--- src/rtl/fp_div_iter.sv ---
// -----------------------------------------------------------------------------
// fp_div_iter
// Multi-cycle IEEE-754-style floating-point divider. The mantissa core is a
// restoring shift-subtract loop that produces one quotient bit per clock.
// The result is rounded to nearest-even. Subnormal inputs are flushed to zero,
// and the divider never produces a subnormal output.
//
// Parameters
//   EXP_W : exponent field width (BIAS = 2^(EXP_W-1)-1 is derived)
//   MAN_W : stored fraction width (the hidden bit is implicit)
//   W     : 1+EXP_W+MAN_W, derived and not overridable
//
// Ports
//   clk       in  1   rising-edge clock
//   rst       in  1   synchronous reset, active-high
//   start     in  1   request, sampled only while busy=0 (IDLE or DONE)
//   operand_a in  W   dividend {sign, exponent, fraction}
//   operand_b in  W   divisor
//   busy      out 1   high from the cycle after acceptance until done
//   done      out 1   one-cycle pulse; result/flags are valid from this cycle
//   result    out W   quotient, held until the next accepted start
//   flags     out 4   {invalid, div_by_zero, overflow, underflow}
//
// Optional build macro
//   FP_DIV_EARLY_EXIT_EN : special-case operands skip the divide loop, so
//                          done rises after edge 2 instead of MAN_W+5.
// -----------------------------------------------------------------------------
module fp_div_iter #(
    parameter int EXP_W = 8,
    parameter int MAN_W = 23,
    localparam int W = 1 + EXP_W + MAN_W
) (
    input  logic         clk,
    input  logic         rst,
    input  logic         start,
    input  logic [W-1:0] operand_a,
    input  logic [W-1:0] operand_b,
    output logic         busy,
    output logic         done,
    output logic [W-1:0] result,
    output logic [3:0]   flags
);

    localparam int QW  = MAN_W + 3;          // quotient bits
    localparam int RW  = MAN_W + 2;          // partial remainder bits
    localparam int EW2 = EXP_W + 2;          // signed working exponent
    localparam int CW  = $clog2(QW + 1);

    localparam logic [CW-1:0]         CNT_LAST = CW'(QW - 1);
    localparam logic signed [EW2-1:0] E_BIAS   = EW2'((1 << (EXP_W - 1)) - 1);
    localparam logic signed [EW2-1:0] E_MAX    = EW2'((1 << EXP_W) - 1);
    localparam logic signed [EW2-1:0] E_ONE    = EW2'(1);
    localparam logic signed [EW2-1:0] E_ZERO   = {EW2{1'b0}};
    localparam logic [EXP_W-1:0]      EXP_ONES = {EXP_W{1'b1}};
    localparam logic [EXP_W-1:0]      EXP_ZERO = {EXP_W{1'b0}};
    localparam logic [MAN_W-1:0]      MAN_ZERO = {MAN_W{1'b0}};
    localparam logic [W-1:0]          QNAN     = {1'b0, EXP_ONES, 1'b1, {(MAN_W-1){1'b0}}};

    typedef enum logic [2:0] {
        S_IDLE   = 3'd0,
        S_CHECK  = 3'd1,
        S_DIVIDE = 3'd2,
        S_NORM   = 3'd3,
        S_DONE   = 3'd4
    } state_t;

    state_t                 state_r, state_nxt_s;
    logic                   busy_r, done_r, busy_nxt_s, done_nxt_s;
    logic                   accept_s;

    logic [W-1:0]           a_r, b_r, result_r, spec_res_r;
    logic [3:0]             flags_r, spec_flags_r;
    logic                   spec_r, sign_r;
    logic [RW-1:0]          rem_r;
    logic [MAN_W:0]         mb_r;
    logic [QW-1:0]          quo_r;
    logic [CW-1:0]          cnt_r;
    logic signed [EW2-1:0]  exp_r;

    logic [EXP_W-1:0]       ea_s, eb_s;
    logic [MAN_W-1:0]       fa_s, fb_s;
    logic                   a_zero_s, a_inf_s, a_nan_s, b_zero_s, b_inf_s, b_nan_s;
    logic                   sign_s, spec_s;
    logic [W-1:0]           spec_res_s;
    logic [3:0]             spec_flags_s;
    logic signed [EW2-1:0]  e_base_s;

    logic                   q_bit_s;
    logic [RW-2:0]          diff_s;
    logic [RW-1:0]          rem_nxt_s;

    logic [MAN_W:0]         q_al_s;          // {fraction, guard} after alignment
    logic                   sticky_s, round_up_s;
    logic [MAN_W:0]         frac_sum_s;
    logic signed [EW2-1:0]  e_adj_s, e_fin_s;
    logic [W-1:0]           norm_res_s;
    logic [3:0]             norm_flags_s;

    assign accept_s = start && !busy_r && ((state_r == S_IDLE) || (state_r == S_DONE));

    assign ea_s   = a_r[W-2:MAN_W];
    assign eb_s   = b_r[W-2:MAN_W];
    assign fa_s   = a_r[MAN_W-1:0];
    assign fb_s   = b_r[MAN_W-1:0];
    assign sign_s = a_r[W-1] ^ b_r[W-1];

    assign busy   = busy_r;
    assign done   = done_r;
    assign result = result_r;
    assign flags  = flags_r;

    // Operand classification and special-case result selection.
    always_comb begin
        a_zero_s     = (ea_s == EXP_ZERO);
        a_inf_s      = (ea_s == EXP_ONES) && (fa_s == MAN_ZERO);
        a_nan_s      = (ea_s == EXP_ONES) && (fa_s != MAN_ZERO);
        b_zero_s     = (eb_s == EXP_ZERO);
        b_inf_s      = (eb_s == EXP_ONES) && (fb_s == MAN_ZERO);
        b_nan_s      = (eb_s == EXP_ONES) && (fb_s != MAN_ZERO);
        spec_s       = 1'b1;
        spec_res_s   = {sign_s, {(W-1){1'b0}}};
        spec_flags_s = 4'b0000;
        if (a_nan_s || b_nan_s || (a_zero_s && b_zero_s) || (a_inf_s && b_inf_s)) begin
            spec_res_s   = QNAN;
            spec_flags_s = 4'b1000;
        end else if (a_inf_s) begin
            // inf / finite (including zero) is an exact infinity, no flag
            spec_res_s   = {sign_s, EXP_ONES, MAN_ZERO};
        end else if (b_zero_s) begin
            spec_res_s   = {sign_s, EXP_ONES, MAN_ZERO};
            spec_flags_s = 4'b0100;
        end else if (a_zero_s || b_inf_s) begin
            spec_res_s   = {sign_s, {(W-1){1'b0}}};
        end else begin
            spec_s       = 1'b0;
        end
        e_base_s = $signed({2'b00, ea_s}) - $signed({2'b00, eb_s}) + E_BIAS;
    end

    // One restoring-division step: compare, conditionally subtract, shift.
    always_comb begin
        q_bit_s = (rem_r >= {1'b0, mb_r});
        if (q_bit_s) begin
            // remainder after subtract is below the divisor, so the top bit drops safely
            diff_s = (RW-1)'(rem_r - {1'b0, mb_r});
        end else begin
            diff_s = rem_r[RW-2:0];
        end
        rem_nxt_s = {diff_s, 1'b0};
    end

    // Normalise, round to nearest-even and range-check the final quotient.
    always_comb begin
        sticky_s = (rem_r != {RW{1'b0}});
        if (quo_r[QW-1]) begin
            q_al_s   = quo_r[QW-2:1];
            sticky_s = sticky_s | quo_r[0];
            e_adj_s  = exp_r;
        end else begin
            q_al_s   = quo_r[QW-3:0];
            e_adj_s  = exp_r - E_ONE;
        end
        round_up_s = q_al_s[0] & (sticky_s | q_al_s[1]);
        // a carry out of the fraction leaves it all-zero, i.e. mantissa 1.0
        frac_sum_s = {1'b0, q_al_s[MAN_W:1]} + {{MAN_W{1'b0}}, round_up_s};
        e_fin_s    = e_adj_s + $signed({{(EW2-1){1'b0}}, frac_sum_s[MAN_W]});
        if (spec_r) begin
            norm_res_s   = spec_res_r;
            norm_flags_s = spec_flags_r;
        end else if (e_fin_s >= E_MAX) begin
            norm_res_s   = {sign_r, EXP_ONES, MAN_ZERO};
            norm_flags_s = 4'b0010;
        end else if (e_fin_s <= E_ZERO) begin
            norm_res_s   = {sign_r, {(W-1){1'b0}}};
            norm_flags_s = 4'b0001;
        end else begin
            norm_res_s   = {sign_r, e_fin_s[EXP_W-1:0], frac_sum_s[MAN_W-1:0]};
            norm_flags_s = 4'b0000;
        end
    end

    // FSM state register together with the registered handshake outputs.
    always_ff @(posedge clk) begin
        if (rst) begin
            state_r <= S_IDLE;
            busy_r  <= 1'b0;
            done_r  <= 1'b0;
        end else begin
            state_r <= state_nxt_s;
            busy_r  <= busy_nxt_s;
            done_r  <= done_nxt_s;
        end
    end

    // FSM next-state logic.
    always_comb begin
        state_nxt_s = state_r;
        case (state_r)
            S_IDLE: begin
                if (accept_s) state_nxt_s = S_CHECK;
                else          state_nxt_s = S_IDLE;
            end
            S_CHECK: begin
`ifdef FP_DIV_EARLY_EXIT_EN
                // special cases skip the loop; NORM only applies the override
                if (spec_s) state_nxt_s = S_NORM;
                else        state_nxt_s = S_DIVIDE;
`else
                state_nxt_s = S_DIVIDE;
`endif
            end
            S_DIVIDE: begin
                if (cnt_r == CNT_LAST) state_nxt_s = S_NORM;
                else                   state_nxt_s = S_DIVIDE;
            end
            S_NORM: state_nxt_s = S_DONE;
            S_DONE: begin
                if (accept_s) state_nxt_s = S_CHECK;
                else          state_nxt_s = S_IDLE;
            end
            default: state_nxt_s = S_IDLE;
        endcase
    end

    // FSM output decode of the next state, registered alongside the state.
    always_comb begin
        busy_nxt_s = 1'b0;
        done_nxt_s = 1'b0;
        case (state_nxt_s)
            S_CHECK, S_DIVIDE, S_NORM: busy_nxt_s = 1'b1;
            S_DONE:                    done_nxt_s = 1'b1;
            default: begin
                busy_nxt_s = 1'b0;
                done_nxt_s = 1'b0;
            end
        endcase
    end

    // Datapath: operand capture, classification, divide loop and result write.
    always_ff @(posedge clk) begin
        if (rst) begin
            a_r          <= {W{1'b0}};
            b_r          <= {W{1'b0}};
            result_r     <= {W{1'b0}};
            flags_r      <= 4'b0000;
            spec_res_r   <= {W{1'b0}};
            spec_flags_r <= 4'b0000;
            spec_r       <= 1'b0;
            sign_r       <= 1'b0;
            rem_r        <= {RW{1'b0}};
            mb_r         <= {(MAN_W+1){1'b0}};
            quo_r        <= {QW{1'b0}};
            cnt_r        <= {CW{1'b0}};
            exp_r        <= E_ZERO;
        end else begin
            if (accept_s) begin
                a_r      <= operand_a;
                b_r      <= operand_b;
                result_r <= {W{1'b0}};
                flags_r  <= 4'b0000;
            end
            case (state_r)
                S_CHECK: begin
                    spec_r       <= spec_s;
                    spec_res_r   <= spec_res_s;
                    spec_flags_r <= spec_flags_s;
                    sign_r       <= sign_s;
                    exp_r        <= e_base_s;
                    rem_r        <= {1'b0, 1'b1, fa_s};
                    mb_r         <= {1'b1, fb_s};
                    quo_r        <= {QW{1'b0}};
                    cnt_r        <= {CW{1'b0}};
                end
                S_DIVIDE: begin
                    rem_r <= rem_nxt_s;
                    quo_r <= {quo_r[QW-2:0], q_bit_s};
                    cnt_r <= cnt_r + CW'(1);
                end
                S_NORM: begin
                    result_r <= norm_res_s;
                    flags_r  <= norm_flags_s;
                end
                default: begin
                end
            endcase
        end
    end

endmodule

--- config.mk ---
export PLATFORM = sky130hd
export DESIGN_NAME = fp_div_iter
export DESIGN_NICKNAME = d
export VERILOG_FILES = /design/src/rtl/fp_div_iter.sv
export SDC_FILE = /design/constraint.sdc
export NUM_CORES = 1
export LEC_CHECK = 0
export CORE_ASPECT_RATIO = 0.75
export CORE_MARGIN = 3
export CORE_UTILIZATION = 58
export DETAILED_ROUTE_END_ITERATION = 12
export PLACE_DENSITY_LB_ADDON = 0.25
export REMOVE_ABC_BUFFERS = 1
export SYNTH_ARGS = -nofsm -noshare
export SYNTH_HDL_FRONTEND = slang
export SYNTH_SLANG_ARGS = --single-unit
--- constraint.sdc ---
create_clock -name clk -period 6.57 [get_ports clk]
set_clock_uncertainty 0.15 [all_clocks]
set_input_delay 1.314 -clock clk [delete_from_list [all_inputs] [get_ports clk]]
set_output_delay 1.314 -clock clk [all_outputs]
set_load 0.01 [all_outputs]
==> reports/qor_table.md <==
| Group | Parameter | Reported |
|---|---|---|
| run status | Run status | complete, no violations |
| die | Number of I/O pins | 105 |
| power | Static leakage | 4.63 nW |
| timing | Worst-case setup margin in the final layout | 1.38 ns |
| yosys | Post-synthesis sequential element count | 201 |
| drt | Number of nets with antenna violations after detailed routing | 0 |
| layout | Filler instances | 1419 |
| global route | Initial antenna violation count | 1 |
| min path | Worst Hold Class | register to register |
| setup path | Timing endpoint of the critical path | result[28] |
| die | Starting utilization of the core area | 60.5% |
| clocking | Worst-case clock buffer depth | 3 |
| drt | Detailed-route wire length per cell | 16.5 um |
| layout | Final cell count without fillers | 1697 |
| layout | Area added between synthesis and finish | 17.2% |
| clocking | Latest clock arrival within the worst-skew pair | 0.51 ns |
| timing | Relative slew slack | 20.8% |
| yosys | Average instance area after synthesis | 7.83 um2 |
| placement | Detailed-placement wirelength estimate | 19300 um |
| setup path | Worst EP required | 6.76 ns |
| setup path | Critical path data arrival time | 5.38 ns |
| layout | Ratio of cells with drive above 1 in the final layout | 5.77% |
| timing | Unrepaired setup endpoints after global routing | no |
| die | Row count | 42 |
| clocking | Root Buffer Master | sky130_fd_sc_hd__clkbuf_16 |
| setup path | Worst flop-to-flop path startpoint | quo_r[25] |
| setup path | Capturing element type of the critical path | register |
| global route | Maximum number of pins on one net before global-route repair | 73 |
| setup path | Setup slack of the worst register-to-register path | 1.38 ns |
| placement | Setup Slack @ Placement | 1.46 ns |
| clocking | Number of buffers inserted during clock tree synthesis | 21 |
| global route | Total congestion overflow after global routing | 0 |
| placement | Dpl cell area | 12000 um2 |
| global route | Number of global-route vias before repair | 9428 |
| layout | Commonest non-fill, non-tap cells in the layout | 279 x sky130_fd_sc_hd__nand2_1, 200 x sky130_fd_sc_hd__dfxtp_1, 141 x sky130_fd_sc_hd__a21oi_1 |
| timing | Worst hold margin | 0.305 ns |
| drt | Final WL | 28000 um |
| drt | Average via count per standard cell | 6.04 |
| global route | GR Util All Layers | 26.8% |
| timing | Post-route fraction of the period consumed by the critical path | 78.9% |
| layout | Leading cell type in the layout, fill and taps excluded | sky130_fd_sc_hd__nand2_1 |
| yosys | Ys async rst share | 0% |
| setup path | Worst Path Class, Setup | register to register |
| yosys | Summed instance area of the synthesized netlist | 10900 um2 |
| timing | Min Clock Period, post-route | 5.19 ns |
| drt | Total number of vias | 10257 |
| timing | Slew at the pin closest to its max-slew limit | 1.18 ns |
| clocking | # Post-CTS Setup Buffers | 0 |
| layout | Post-layout util | 70.9% |
| timing | Number of endpoints with negative hold slack in the final report | 0 |
| die | Die outline width | 164 um |
| timing | Number of max-slew violations in the final report | 0 |
| layout | Final non-filler cell area | 12800 um2 |
| setup path | First element of the critical path | quo_r[25] |
| timing | Peak clock frequency supported by timing | 193 MHz |
| setup path | Number of cells on the worst reg-to-reg path | 14 |
| clocking | Total number of clock tree sinks | 201 |
| setup path | Terminus of the critical flop-to-flop path | result[28] |
| layout | Layout net count | 1548 |
| power | Total power density per cell area | 315 nW/um2 |
| yosys | Sequential-to-total area share from yosys stat | 36.9% |
| timing | Final setup vio count | 0 |
| setup path | Largest driver fanout on the critical path | 40 |
| yosys | Number of distinct library cell variants in the gate-level netlist after synthesis | 78 |
| yosys | Synth warnings | 0 |
| run | Number of max-cap violations | 0 |
| yosys | Dominant register cell in the synthesized netlist | sky130_fd_sc_hd__dfxtp_1 |
| layout | Total area of sequential cells | 4030 um2 |
| yosys | Number of synthesized flops with an enable pin | 0 |
| clocking | Clock input transition at the sequential cells of the worst setup and hold paths | 0.07 ns |
| clocking | Number of gates given a new drive strength after cts | 0 |
| layout | # diodes | 0 |
| placement | Count of buffers from port buffering | 104 |
| clocking | CTS tree | yes |
| drt | DR iter-0 viols | 1073 |
| drt | Count of unresolved DRC violations after routing | 0 |
| die | Area enclosed by the die boundary | 20500 um2 |
| setup path | Startpoint Class | register |
| die | Height of the die | 125 um |
| power | Worst voltage drop across the vdd grid | 174 uV |
| clocking | Number of buffers inserted for hold repair after clock tree synthesis | 0 |
| global route | First-pass GRT wire length | 46400 um |
| drt | Length of the first detailed-routing pass in iterations | 5 |
| die | Floorplan Core Area | 18000 um2 |
| yosys | Number of standard cells after synthesis | 1393 |
| placement | Inst Count DP | 1659 |
| layout | Total area of multi-input combinational cells | 6340 um2 |
| placement | Weighted congestion reported at the end of routability-driven placement | 0.935 |
| clocking | Count of H-tree levels built during CTS | 1 |
## critical path, cell delays in order (launching register included)
cell,delay [ns]
sky130_fd_sc_hd__dfxtp_2,0.78
sky130_fd_sc_hd__and2_1,0.27
sky130_fd_sc_hd__o21ai_0,0.14
sky130_fd_sc_hd__nor4_1,0.60
sky130_fd_sc_hd__and4_1,0.37
sky130_fd_sc_hd__and3b_1,0.28
sky130_fd_sc_hd__nor4b_1,0.27
sky130_fd_sc_hd__ha_1,0.25
sky130_fd_sc_hd__o31a_1,0.24
sky130_fd_sc_hd__o2111ai_4,0.22
sky130_fd_sc_hd__o21ai_0,0.31
sky130_fd_sc_hd__a32o_1,0.46
sky130_fd_sc_hd__a211oi_1,0.12
sky130_fd_sc_hd__o21ai_1,0.36
sky130_fd_sc_hd__o311ai_0,0.20
## area by class of cell
class / instances / share of cell area (%)
sequential: 201 / 31.5
timing repair buffer: 116 / 8.83
inverter: 52 / 1.53
tap: 242 / 2.37
clock buffer: 26 / 4.49
multi-input combinational: 1048 / 49.6
clock inverter: 12 / 1.71
## cell families (layout without fill, tap and decap cells)
logic type / after synthesis / after routing / share of synthesized area (%)
mux: 18 / 18 / 1.70
buf+inv: 144 / 206 / 5.26
xor+xnor: 52 / 52 / 4.31
compound gates: 380 / 380 / 23.3
simple gates: 557 / 557 / 23.7
flops: 201 / 201 / 36.9
fa+ha+maj: 41 / 41 / 4.84
## worst min-delay path by stage
| stage | start | end | slack [ns] | depth (start not counted) |
|---|---|---|---|---|
| after floorplan | spec_res_r[31] | spec_res_r[31] | 0.27 | 2 |
| after global placement | spec_res_r[31] | spec_res_r[31] | 0.29 | 2 |
| after detailed placement | spec_res_r[31] | spec_res_r[31] | 0.29 | 2 |
| after CTS | mb_r[11] | mb_r[11] | 0.31 | 2 |
| after global routing | mb_r[10] | mb_r[10] | 0.33 | 2 |
| final | mb_r[11] | mb_r[11] | 0.30 | 2 |
## per-layer routing
layer | vias to the layer above | track usage, % | wire length (um)
met3 | 48 | 4.26 | 2010
met1 | 4797 | 42.1 | 14100
li1 | 5048 | - | -
met5 | - | 0 | 11
met2 | 362 | 37.8 | 11300
met4 | 2 | 6.66 | 616
## power by group
group	switching (mW)	total, mW	internal [mW]
Clock	0.506	1.37	0.859
Combinational	0.774	1.28	0.502
Sequential	0.0863	1.38	1.30
## synthesized netlist by cell type, drive strengths merged (16+ instances only)
master	instances	area, um2
a211oi	23	173
a21o	20	150
a21oi	141	706
a22o	23	201
a22oi	30	225
a31oi	23	144
buf	25	128
clkbuf	67	251
dfxtp	201	4020
ha	39	488
inv	52	195
nand2	279	1050
nand3	28	140
nor2	88	333
nor2b	16	100
nor3	24	120
nor4	24	156
o21ai	31	155
xnor2	31	279
xor2	21	191
## sequential cells by signal (all words and copies together) (netlist names)
name	count
rem_r	25
a_r	32
b_r	32
cnt_r	5
sign_r	1
busy	1
quo_r	26
state_r	3
done	1
mb_r	24
result	32
spec_res_r	3
exp_r	10
flags	4
spec_flags_r	1
spec_r	1
## stage by stage
stage               power (mW)  setup TNS [ns]
CTS                       4.01               0
floorplan                 2.31          -91.18
detailed placement        2.65               0
finish                    4.02               0
global route              4.23               0
global placement          2.63               0
(Power assumes the default switching activity.)
